[config.mk]
export PLATFORM = sky130hd
export DESIGN_NAME = bus_sampler
export DESIGN_NICKNAME = d
export VERILOG_FILES = /design/src/rtl/bus_sampler.sv
export SDC_FILE = /design/constraint.sdc
export NUM_CORES = 1
export LEC_CHECK = 0
export BUFFER_PORTS_ARGS = -buffer_cell sky130_fd_sc_hd__buf_2
export CORE_MARGIN = 4
export CORE_UTILIZATION = 45
export DETAILED_ROUTE_END_ITERATION = 8
export MAX_ROUTING_LAYER = met4
export SLEW_MARGIN = 20
export SYNTH_ARGS = -nofsm -noshare
export SYNTH_HDL_FRONTEND = slang
export SYNTH_SLANG_ARGS = --single-unit
[constraint.sdc]
create_clock -name clk -period 3.4 [get_ports clk]
set_clock_uncertainty 0.1 [all_clocks]
set_input_delay 0.51 -clock clk [delete_from_list [all_inputs] [get_ports clk]]
set_output_delay 0.51 -clock clk [all_outputs]
set_load 0.1 [all_outputs]
[src/rtl/bus_sampler.sv]
// Scans a shared tri-state byte bus: grants each enabled source in turn, samples
// its value after a settle cycle and queues {source, data} in a small capture FIFO.
module bus_sampler #(
    parameter int NUM_SRC    = 4,
    parameter int FIFO_DEPTH = 4,
    localparam int SRC_W     = (NUM_SRC > 1) ? $clog2(NUM_SRC) : 1,
    localparam int PTR_W     = (FIFO_DEPTH > 1) ? $clog2(FIFO_DEPTH) : 1,
    localparam int CNT_W     = PTR_W + 1
) (
    input  logic               clk,
    input  logic               rst_n,
    input  logic               scan_req,
    input  logic [NUM_SRC-1:0] src_mask,
    output logic [NUM_SRC-1:0] out_en,
    input  logic [7:0]         bus_in,
    output logic               busy,
    output logic               rd_valid,
    input  logic               rd_ready,
    output logic [7:0]         rd_data,
    output logic [SRC_W-1:0]   rd_src,
    output logic               overflow,
    input  logic               ovf_clr
);

    typedef enum logic [1:0] {
        IDLE   = 2'd0,
        GRANT  = 2'd1,
        SAMPLE = 2'd2,
        TURN   = 2'd3
    } state_e;

    state_e             state_q, state_d;
    logic [NUM_SRC-1:0] mask_q, mask_d;
    logic [SRC_W-1:0]   sel_q, sel_d;
    logic [NUM_SRC-1:0] out_en_q, out_en_d;
    logic               busy_q, busy_d;

    logic [NUM_SRC-1:0] cand_s;
    logic               found_s;
    logic [SRC_W-1:0]   first_idx_s;
    logic               grant_s;

    logic [7:0]         mem_data_q [FIFO_DEPTH];
    logic [SRC_W-1:0]   mem_src_q  [FIFO_DEPTH];
    logic [PTR_W-1:0]   wr_ptr_q, wr_ptr_d;
    logic [PTR_W-1:0]   rd_ptr_q, rd_ptr_d;
    logic [CNT_W-1:0]   count_q, count_d;
    logic               ovf_q, ovf_d;
    logic               push_s, full_s, empty_s, push_ok_s, pop_s;

    // Candidate sources: the request mask in IDLE, remaining higher mask bits in TURN.
    always_comb begin
        cand_s = '0;
        case (state_q)
            IDLE: begin
                cand_s = src_mask;
            end
            TURN: begin
                for (int i = 0; i < NUM_SRC; i++) begin
                    cand_s[i] = mask_q[i] & (i > int'(sel_q));
                end
            end
            default: begin
                cand_s = '0;
            end
        endcase
    end

    // Lowest set candidate bit wins.
    always_comb begin
        found_s     = 1'b0;
        first_idx_s = '0;
        for (int i = NUM_SRC - 1; i >= 0; i--) begin
            first_idx_s = cand_s[i] ? SRC_W'(i) : first_idx_s;
            found_s     = found_s | cand_s[i];
        end
    end

    // Scan FSM next-state and registered-output next values.
    always_comb begin
        state_d = state_q;
        mask_d  = mask_q;
        sel_d   = sel_q;
        case (state_q)
            IDLE: begin
                if (scan_req && found_s) begin
                    mask_d  = src_mask;
                    sel_d   = first_idx_s;
                    state_d = GRANT;
                end else begin
                    state_d = IDLE;
                end
            end
            GRANT: begin
                state_d = SAMPLE;
            end
            SAMPLE: begin
                state_d = TURN;
            end
            TURN: begin
                if (found_s) begin
                    sel_d   = first_idx_s;
                    state_d = GRANT;
                end else begin
                    mask_d  = '0;
                    sel_d   = '0;
                    state_d = IDLE;
                end
            end
            default: begin
                mask_d  = '0;
                sel_d   = '0;
                state_d = IDLE;
            end
        endcase

        grant_s = (state_d == GRANT) || (state_d == SAMPLE);
        for (int i = 0; i < NUM_SRC; i++) begin
            out_en_d[i] = grant_s && (sel_d == SRC_W'(i));
        end
        busy_d = (state_d != IDLE);
    end

    // FSM state, latched mask, selected source and registered bus enables.
    always_ff @(posedge clk or negedge rst_n) begin
        if (!rst_n) begin
            state_q  <= IDLE;
            mask_q   <= '0;
            sel_q    <= '0;
            out_en_q <= '0;
            busy_q   <= 1'b0;
        end else begin
            state_q  <= state_d;
            mask_q   <= mask_d;
            sel_q    <= sel_d;
            out_en_q <= out_en_d;
            busy_q   <= busy_d;
        end
    end

    // Full is judged on the registered count, so a pop cannot rescue a push.
    always_comb begin
        push_s    = (state_q == SAMPLE);
        full_s    = (count_q == CNT_W'(FIFO_DEPTH));
        empty_s   = (count_q == '0);
        push_ok_s = push_s & ~full_s;
        pop_s     = rd_ready & ~empty_s;

        if (push_ok_s) begin
            wr_ptr_d = (wr_ptr_q == PTR_W'(FIFO_DEPTH - 1)) ? '0 : wr_ptr_q + PTR_W'(1);
        end else begin
            wr_ptr_d = wr_ptr_q;
        end
        if (pop_s) begin
            rd_ptr_d = (rd_ptr_q == PTR_W'(FIFO_DEPTH - 1)) ? '0 : rd_ptr_q + PTR_W'(1);
        end else begin
            rd_ptr_d = rd_ptr_q;
        end

        case ({push_ok_s, pop_s})
            2'b10:   count_d = count_q + CNT_W'(1);
            2'b01:   count_d = count_q - CNT_W'(1);
            default: count_d = count_q;
        endcase

        if (push_s && full_s) begin
            ovf_d = 1'b1;
        end else if (ovf_clr) begin
            ovf_d = 1'b0;
        end else begin
            ovf_d = ovf_q;
        end
    end

    // FIFO pointers, occupancy and sticky overflow.
    always_ff @(posedge clk or negedge rst_n) begin
        if (!rst_n) begin
            wr_ptr_q <= '0;
            rd_ptr_q <= '0;
            count_q  <= '0;
            ovf_q    <= 1'b0;
        end else begin
            wr_ptr_q <= wr_ptr_d;
            rd_ptr_q <= rd_ptr_d;
            count_q  <= count_d;
            ovf_q    <= ovf_d;
        end
    end

    // Capture storage; cleared on reset so the head reads zero afterwards.
    always_ff @(posedge clk or negedge rst_n) begin
        if (!rst_n) begin
            for (int i = 0; i < FIFO_DEPTH; i++) begin
                mem_data_q[i] <= 8'h00;
                mem_src_q[i]  <= '0;
            end
        end else if (push_ok_s) begin
            mem_data_q[wr_ptr_q] <= bus_in;
            mem_src_q[wr_ptr_q]  <= sel_q;
        end else begin
            mem_data_q[wr_ptr_q] <= mem_data_q[wr_ptr_q];
            mem_src_q[wr_ptr_q]  <= mem_src_q[wr_ptr_q];
        end
    end

    assign out_en   = out_en_q;
    assign busy     = busy_q;
    assign rd_valid = ~empty_s;
    assign rd_data  = mem_data_q[rd_ptr_q];
    assign rd_src   = mem_src_q[rd_ptr_q];
    assign overflow = ovf_q;

endmodule
* Word level (Yosys, flattened, before mapping)
Index checks and enable logic that the tools add are counted.
Widths: inputs -> output; s select.
** Word-level totals
- Register bits :: 61
- Input port bits :: 17
- Output and inout port bits :: 17
- Logic and storage cells :: 111
** Operators by class
- Add/sub/neg operators :: 4
- Order comparisons :: 6
- Equality and inequality tests :: 15
- Mux-type cells :: 41
- Bitwise gates (word level) :: 12
- Reductions and logical operators :: 16
** Operators with widths (number)
- $bwmux 32 :: 2
- $mux 8 :: 6
- $bmux 8 s2 :: 2
- $mux 32 :: 1
- $mux 2 :: 13
- $bwmux 8 :: 2
- $demux 8 s2 :: 1
- $eq 2x2->1 const B :: 8
- $pmux 4 s2 :: 2
- $bmux 2 s2 :: 2
- $eq 2x1->1 const B :: 4
- $mux 4 :: 2
- $pmux 2 s4 :: 1
- $reduce_bool 2->1 :: 4
- $logic_and 1x1->1 :: 7
- $ge 3x3->1 const B :: 2
- $not 2->3 :: 2
- $pmux 3 s2 :: 1
- $and 1x1->1 :: 5
- $add 2x1->2 const B :: 2
- $demux 2 s2 :: 1
- $gt 2x2->1 const A :: 2
- $logic_not 2->1 :: 2
- $mux 1 :: 4
- 12 further kinds :: 16

* Longest topological paths before layout
Gate-level depths: netlist of run 1.
- Depth in word-level cells :: 12
- Depth in mapped cells :: 11

* Worst setup path after synthesis of run 1
OpenSTA, ideal clock, no wires.
- Path type :: register -> register
- Start point :: register count_q[0]
- End point :: register count_q[2]
- Setup time :: 0.079 ns
- Data arrival time :: 2.373 ns
- Data required time :: 3.221 ns
- Path slack :: 0.847 ns
- Cell stages (with the launch flop) :: 10
- Path buffers :: 0
- Clock period less this slack :: 2.553 ns
- Cells stage by stage :: dfrtp_1 > or3_1 > nand2_1 > inv_1 > ha_1 > inv_1 > fa_1 > xor2_1 > nor2_1 > xor2_1
** On the way
- Word-level cells in the longest chain between the ends :: 5
** RTL lines
- from (decl) :: RTL line 47 : logic [CNT_W-1:0] count_q, count_d;
- from (signal assigned) :: RTL line 185 : count_q <= count_d;
- $logic_not 3->1 * :: RTL line 145 : empty_s = (count_q == '0);
- $not 1->1 *
- named net rd_valid :: RTL line 17 : output logic rd_valid,
- $and 1x1->1 * :: RTL line 147 : pop_s = rd_ready & ~empty_s;
- named net pop_s :: RTL line 49 : logic push_s, full_s, empty_s, push_ok_s, pop_s;
- $eq 2x1->1 / $eq 2x2->1 (equally long branches) :: RTL line 160 : case ({push_ok_s, pop_s})
- $pmux 3 s2 / $reduce_bool 2->1 (equally long branches)
Mark *: on every way through the listed nets, which the timed path passes. The rest lies on a longest branch.
A chain may end at the register's enable or synchronous reset.

* Final worst setup path of run 1
- Start point :: register rd_ptr_q[0]
- End point :: output port rd_src[0]
** On the way
- Word-level cells in the longest chain between the ends :: 4
** RTL lines
- from (decl) :: RTL line 46 : logic [PTR_W-1:0] rd_ptr_q, rd_ptr_d;
- from (signal assigned) :: RTL line 184 : rd_ptr_q <= rd_ptr_d;
- $not 2->3 (implied by the code) :: RTL line 210 : assign rd_src = mem_src_q[rd_ptr_q];
- $bmux 2 s2 :: RTL line 210
- $mux 2 (implied by the code) (2 in a row) :: RTL line 210
- to (decl) :: RTL line 20 : output logic [SRC_W-1:0] rd_src,
No other way between the ends. The select of a mux whose other input is x is not followed.

==> results.sh, run 1 <==
export IMPL_status="finished clean"
export IMPL_fp_dieArea_um2=8420
export IMPL_dp_hpwl_um=4460
export IMPL_area_growth_pct=13.7
export IMPL_hold_viol_final=0
export IMPL_drive_gt1_frac=0.258
export IMPL_design_area_um2=3590
export IMPL_grt_setup_unrepaired="false"
export IMPL_grt_pass1_vias=2269
export IMPL_antenna_found_initial=0
export IMPL_clockBufferDepth=2
export IMPL_cts_tree="yes"
export IMPL_critical_path_startpoint="rd_ptr_q[0]$_DFFE_PN0P_"
export IMPL_syn_avg_cell_area_um2=11.4
export IMPL_drtIter0Drc=60
export IMPL_worstMarginPinSlew_ns=0.836
export IMPL_routed_wl_um=6790
export IMPL_required_ns=2.79
export IMPL_async_flop_share=1.00
export IMPL_cts_resized=0
export IMPL_synth_edf_count=0
export IMPL_worstPathMaxFanout=13
export IMPL_yosysTopAreaCell="dfrtp_1"
export IMPL_vias=2222
export IMPL_setup_violations=0
export IMPL_core_um2=6790
export IMPL_drt_pass1_iterations=4
export IMPL_cts_root_buffer="clkbuf_8"
export IMPL_die_x_um=91.8
export IMPL_clkLatencyLatePin_ns=0.33
export IMPL_core_rowCount=30
export IMPL_drv_cap=0
export IMPL_wl_per_cell_um=16.6
export IMPL_netlist_area_um2=3160
export IMPL_hp_class="in -> async"
export IMPL_ys_warn_count=0
export IMPL_clkSinkCount=60
export IMPL_numCtsBuffers=9
export IMPL_critPathKind="reg -> out"
export IMPL_r2r_start="state_q[0]$_DFF_PN0_"
export IMPL_place_gp_congestion=0.798
export IMPL_yosys_top_cells_area="dfrtp_1 (48%), mux4_2 (14%), a21oi_1 (6.8%), nor2_1 (5.9%), ha_1 (4.4%)"
export IMPL_ant_nets=0
export IMPL_nNetsFinal=338
export IMPL_nFillCells=617
export IMPL_crit_arrival_ns=2.12
export IMPL_postCtsHoldBufs=0
export IMPL_detailed_place_area_um2=3380
export IMPL_ys_seq_area_frac=0.476
export IMPL_synth_most_common_cell="dfrtp_1"
export IMPL_ctsHtreeMaxLevel=3
export IMPL_antenna_cells=0
export IMPL_yosysTopAreaCellShare=0.476
export IMPL_crit_path_end_kind="output pin"
export IMPL_drv_slew=0
export IMPL_io_buffers=33
export IMPL_grt_overflow=0
export IMPL_grt_usage=0.178
export IMPL_die_h_um=91.8
export IMPL_via_per_inst=5.42
export IMPL_finalCriticalPeriod_ns=2.73
export IMPL_synth_seq_cells=60
export IMPL_postCtsSetupBuffers=0
export IMPL_postSynthCellCount=278
export IMPL_clkSlewWorstSetupHoldPaths_ns=0.07
export IMPL_final_setup_tns_ns=0
export IMPL_grt_max_degree=45
export IMPL_ios=34
export IMPL_ys_flop_type="dfrtp_1"
export IMPL_fmaxAchievable_mhz=366
export IMPL_grt_pass1_wl_um=11200
export IMPL_synth_fp_nets=307
export IMPL_start_kind="register"
export IMPL_relSlewSlack=0.442
export IMPL_ys_types=45
export IMPL_start_util=0.465
export IMPL_period_share=0.803
export IMPL_remaining_drc_errors=0
export IMPL_netlist_top_cells_count="dfrtp_1 (60), nor2_1 (50), a21oi_1 (43)"
worst max-delay path, stage by stage, from the launching register on:
cell,delay [ns]
dfrtp_1,0.86
mux4_2,0.61
buf_2,0.31
metrics by stage:
stage / worst slack [ns] / cells / hold slack [ns] / utilization
final: 0.670 / 410 / 0.0625 / 0.528
after CTS: 0.594 / 410 / 0.246 / 0.528
after global routing: 0.509 / 410 / 0.101 / 0.528
after floorplan: 0.847 / 278 / 0.114 / -
after global placement: 0.922 / 394 / 0.405 / 0.498
after detailed placement: 0.835 / 394 / 0.408 / 0.498
cell families after synthesis:
kind of cell | count (synthesis) | synth area share
compound gates | 65 | 0.129
mux | 34 | 0.190
buf+inv | 29 | 0.0396
simple gates | 75 | 0.107
flops | 60 | 0.476
fa+ha+maj | 12 | 0.0499
xor+xnor | 3 | 0.00832
cell usage in the layout (no fill, tap or decap), types with 4 or more instances in the layout:
cell type	count
buf_2	32
o21ai_0	6
inv_1	13
mux2i_1	11
nor3_1	4
nor2_1	50
clkbuf_8	11
mux4_2	19
dfrtp_1	60
ha_1	11
nand2_1	6
a21oi_1	43
sequential cells by signal (all words and copies together) (netlist names):
register    flops
mem_src_q       8
sel_q           2
busy            1
rd_ptr_q        2
wr_ptr_q        2
state_q         2
overflow        1
mask_q          3
out_en          4
mem_data_q     32
count_q         3
final timing paths:
kind	end	slack, ns	cells past startpoint
max	rd_src[0]	0.67	2
min	mem_data_q[10]$_DFFE_PN0P_	0.06	1
min reg2reg	count_q[2]$_DFFE_PN0P_	0.42	1
min in group clk	overflow$_DFFE_PN0P_	0.27	2
max reg2reg	out_en[3]$_DFF_PN0_	0.83	10
max in group asynchronous	mem_data_q[5]$_DFFE_PN0P_	2.49	2
layout make-up:
type | count | area (um^2) | share of cell area
clock inverters | 4 | 47.5 | 0.0132
clock buffers | 12 | 155 | 0.0432
flip-flops and latches | 60 | 1500 | 0.418
multi-input cells | 189 | 1530 | 0.426
well taps | 96 | 120 | 0.0335
inverters | 14 | 52.6 | 0.0146
repair buffers | 35 | 183 | 0.0509
metal layers:
metal / global-route usage / up-vias / wire, um
met4: 0.0693 / 0 / 67
met2: 0.262 / 46 / 3240
li1: - / 1056 / -
met1: 0.237 / 1110 / 3230
met5: - / - / 0
met3: 0.0484 / 10 / 252
Power of run 1 is left out: the tool's default activity adds up to more than one toggle a clock period on the data nets, which glitch-free logic cannot reach.
==> inputs of run 2 (changes only) <==
==> constraint.sdc (replaced) <==
create_clock -name clk -period 2.6 [get_ports clk]
set_clock_uncertainty 0.1 [all_clocks]
set_input_delay 0.39 -clock clk [delete_from_list [all_inputs] [get_ports clk]]
set_output_delay 0.39 -clock clk [all_outputs]
set_load 0.1 [all_outputs]
==> results.sh, run 2 (same netlist as run 1, synthesis figures left out) <==
export IMPL_status="finished clean"
export IMPL_core_um2=6790
export IMPL_ctsHtreeMaxLevel=3
export IMPL_fmaxAchievable_mhz=407
export IMPL_finalCriticalPeriod_ns=2.46
export IMPL_antenna_found_initial=0
export IMPL_place_gp_congestion=0.804
export IMPL_routed_wl_um=6600
export IMPL_cts_root_buffer="clkbuf_8"
export IMPL_drive_gt1_frac=0.286
export IMPL_drv_slew=0
export IMPL_fin_util=0.534
export IMPL_clkLatencyLatePin_ns=0.33
export IMPL_postCtsHoldBufs=0
export IMPL_drtIter0Drc=132
export IMPL_grt_pass1_vias=2283
export IMPL_period_share=0.945
export IMPL_grt_pass1_wl_um=11200
export IMPL_via_per_inst=5.30
export IMPL_dp_hpwl_um=4570
export IMPL_grt_usage=0.177
export IMPL_nFillCells=584
export IMPL_final_seq_area_um2=1500
export IMPL_relSlewSlack=0.489
export IMPL_hold_viol_final=0
export IMPL_critPathKind="reg -> reg"
export IMPL_start_util=0.465
export IMPL_clkSlewWorstSetupHoldPaths_ns=0.07
export IMPL_crit_chain="inv_1, ha_1, and2b_2, nor2b_1, or2_1, nor2_1, a2bb2oi_2, ha_1, inv_1, nor3_1"
export IMPL_vias=2214
export IMPL_clockBufferDepth=2
export IMPL_postCtsSetupBuffers=0
export IMPL_drv_cap=0
export IMPL_layout_commonest_cell="dfrtp_1"
export IMPL_die_x_um=91.8
export IMPL_nNetsFinal=346
export IMPL_remaining_drc_errors=0
export IMPL_setup_violations=0
export IMPL_wl_per_cell_um=15.8
export IMPL_core_rowCount=30
export IMPL_grt_max_degree=61
export IMPL_clkSinkCount=60
export IMPL_multi_input_area_um2=1540
export IMPL_cts_tree="yes"
export IMPL_numCtsBuffers=9
export IMPL_die_h_um=91.8
export IMPL_top_register="mem_data_q"
export IMPL_fp_dieArea_um2=8420
export IMPL_required_ns=2.71
export IMPL_cts_resized=0
export IMPL_largest_reg_flops=32
export IMPL_ios=34
export IMPL_worstMarginPinSlew_ns=0.766
export IMPL_cp_slowest_cell="dfrtp_1"
export IMPL_hp_class="in -> async"
export IMPL_final_setup_tns_ns=0
export IMPL_ant_nets=0
export IMPL_crit_path_end_kind="register"
export IMPL_io_buffers=33
export IMPL_area_growth_pct=14.8
export IMPL_start_kind="register"
export IMPL_crit_path_max_incr_delay_ns=0.41
export IMPL_antenna_cells=0
export IMPL_crit_arrival_ns=2.57
export IMPL_grt_overflow=0
export IMPL_worstPathMaxFanout=4
export IMPL_drt_pass1_iterations=4
export IMPL_mostFrequentLayoutCells="dfrtp_1 (60), nor2_1 (50), a21oi_1 (42)"
## run 2: cell count changes in the layout (fill, tap and decap cells not counted), sizes merged
cell,previous run,this run
buf,35,43
clkinv,2,4
bufinv,1,0
clkbuf,12,11
## run 2: metal layers
metal | up-vias | routed length, um | GRT usage | part of all wire
met5 | - | 0 | - | 0
met4 | 0 | 107 | 0.0582 | 0.016
met3 | 9 | 215 | 0.0500 | 0.033
met2 | 37 | 2990 | 0.251 | 0.45
met1 | 1093 | 3280 | 0.246 | 0.50
li1 | 1075 | - | - | -
## run 2: critical path: cells and delay by family (launching register included)
family | cells | cell delay, ns
buffers and inverters | 2 | 0.19
AND/OR/NAND/NOR | 5 | 0.89
flip-flops | 1 | 0.41
AO/OA/AOI/OAI | 1 | 0.17
adder cells (fa/ha/maj) | 2 | 0.57
## run 2: area by class of cell
class                   count  area share
multi-input cells         189       0.425
flip-flops and latches     60       0.414
repair buffers             43      0.0663
clock buffers              11      0.0390
well taps                  96      0.0331
inverters                  14      0.0145
clock inverters             5     0.00759
## run 2: stage by stage
stage	area, um^2	hold slack (ns)	cells	setup slack, ns
after floorplan	3160	-0.00559	278	0.0475
after global placement	3440	0.395	402	0.213
after detailed placement	3440	0.400	402	0.160
after CTS	3610	0.134	418	0.169
after global routing	3620	0.153	418	-0.0170
final	3620	0.0997	418	0.142
## run 2: path summary, 6_finish.rpt
kind                                         from                          to  slack (ns)  cells after the start
max                          state_q[1]$_DFF_PN0_         out_en[3]$_DFF_PN0_        0.14                     10
min                                         rst_n  mem_data_q[18]$_DFFE_PN0P_         0.1                      2
max reg2reg                  state_q[1]$_DFF_PN0_         out_en[3]$_DFF_PN0_        0.14                     10
min reg2reg                count_q[2]$_DFFE_PN0P_      count_q[2]$_DFFE_PN0P_        0.41                      1
max in group asynchronous                   rst_n      count_q[2]$_DFFE_PN0P_        1.79                      2
min in group clk                          ovf_clr        overflow$_DFFE_PN0P_        0.15                      2
Power of run 2 is left out for the same reason.
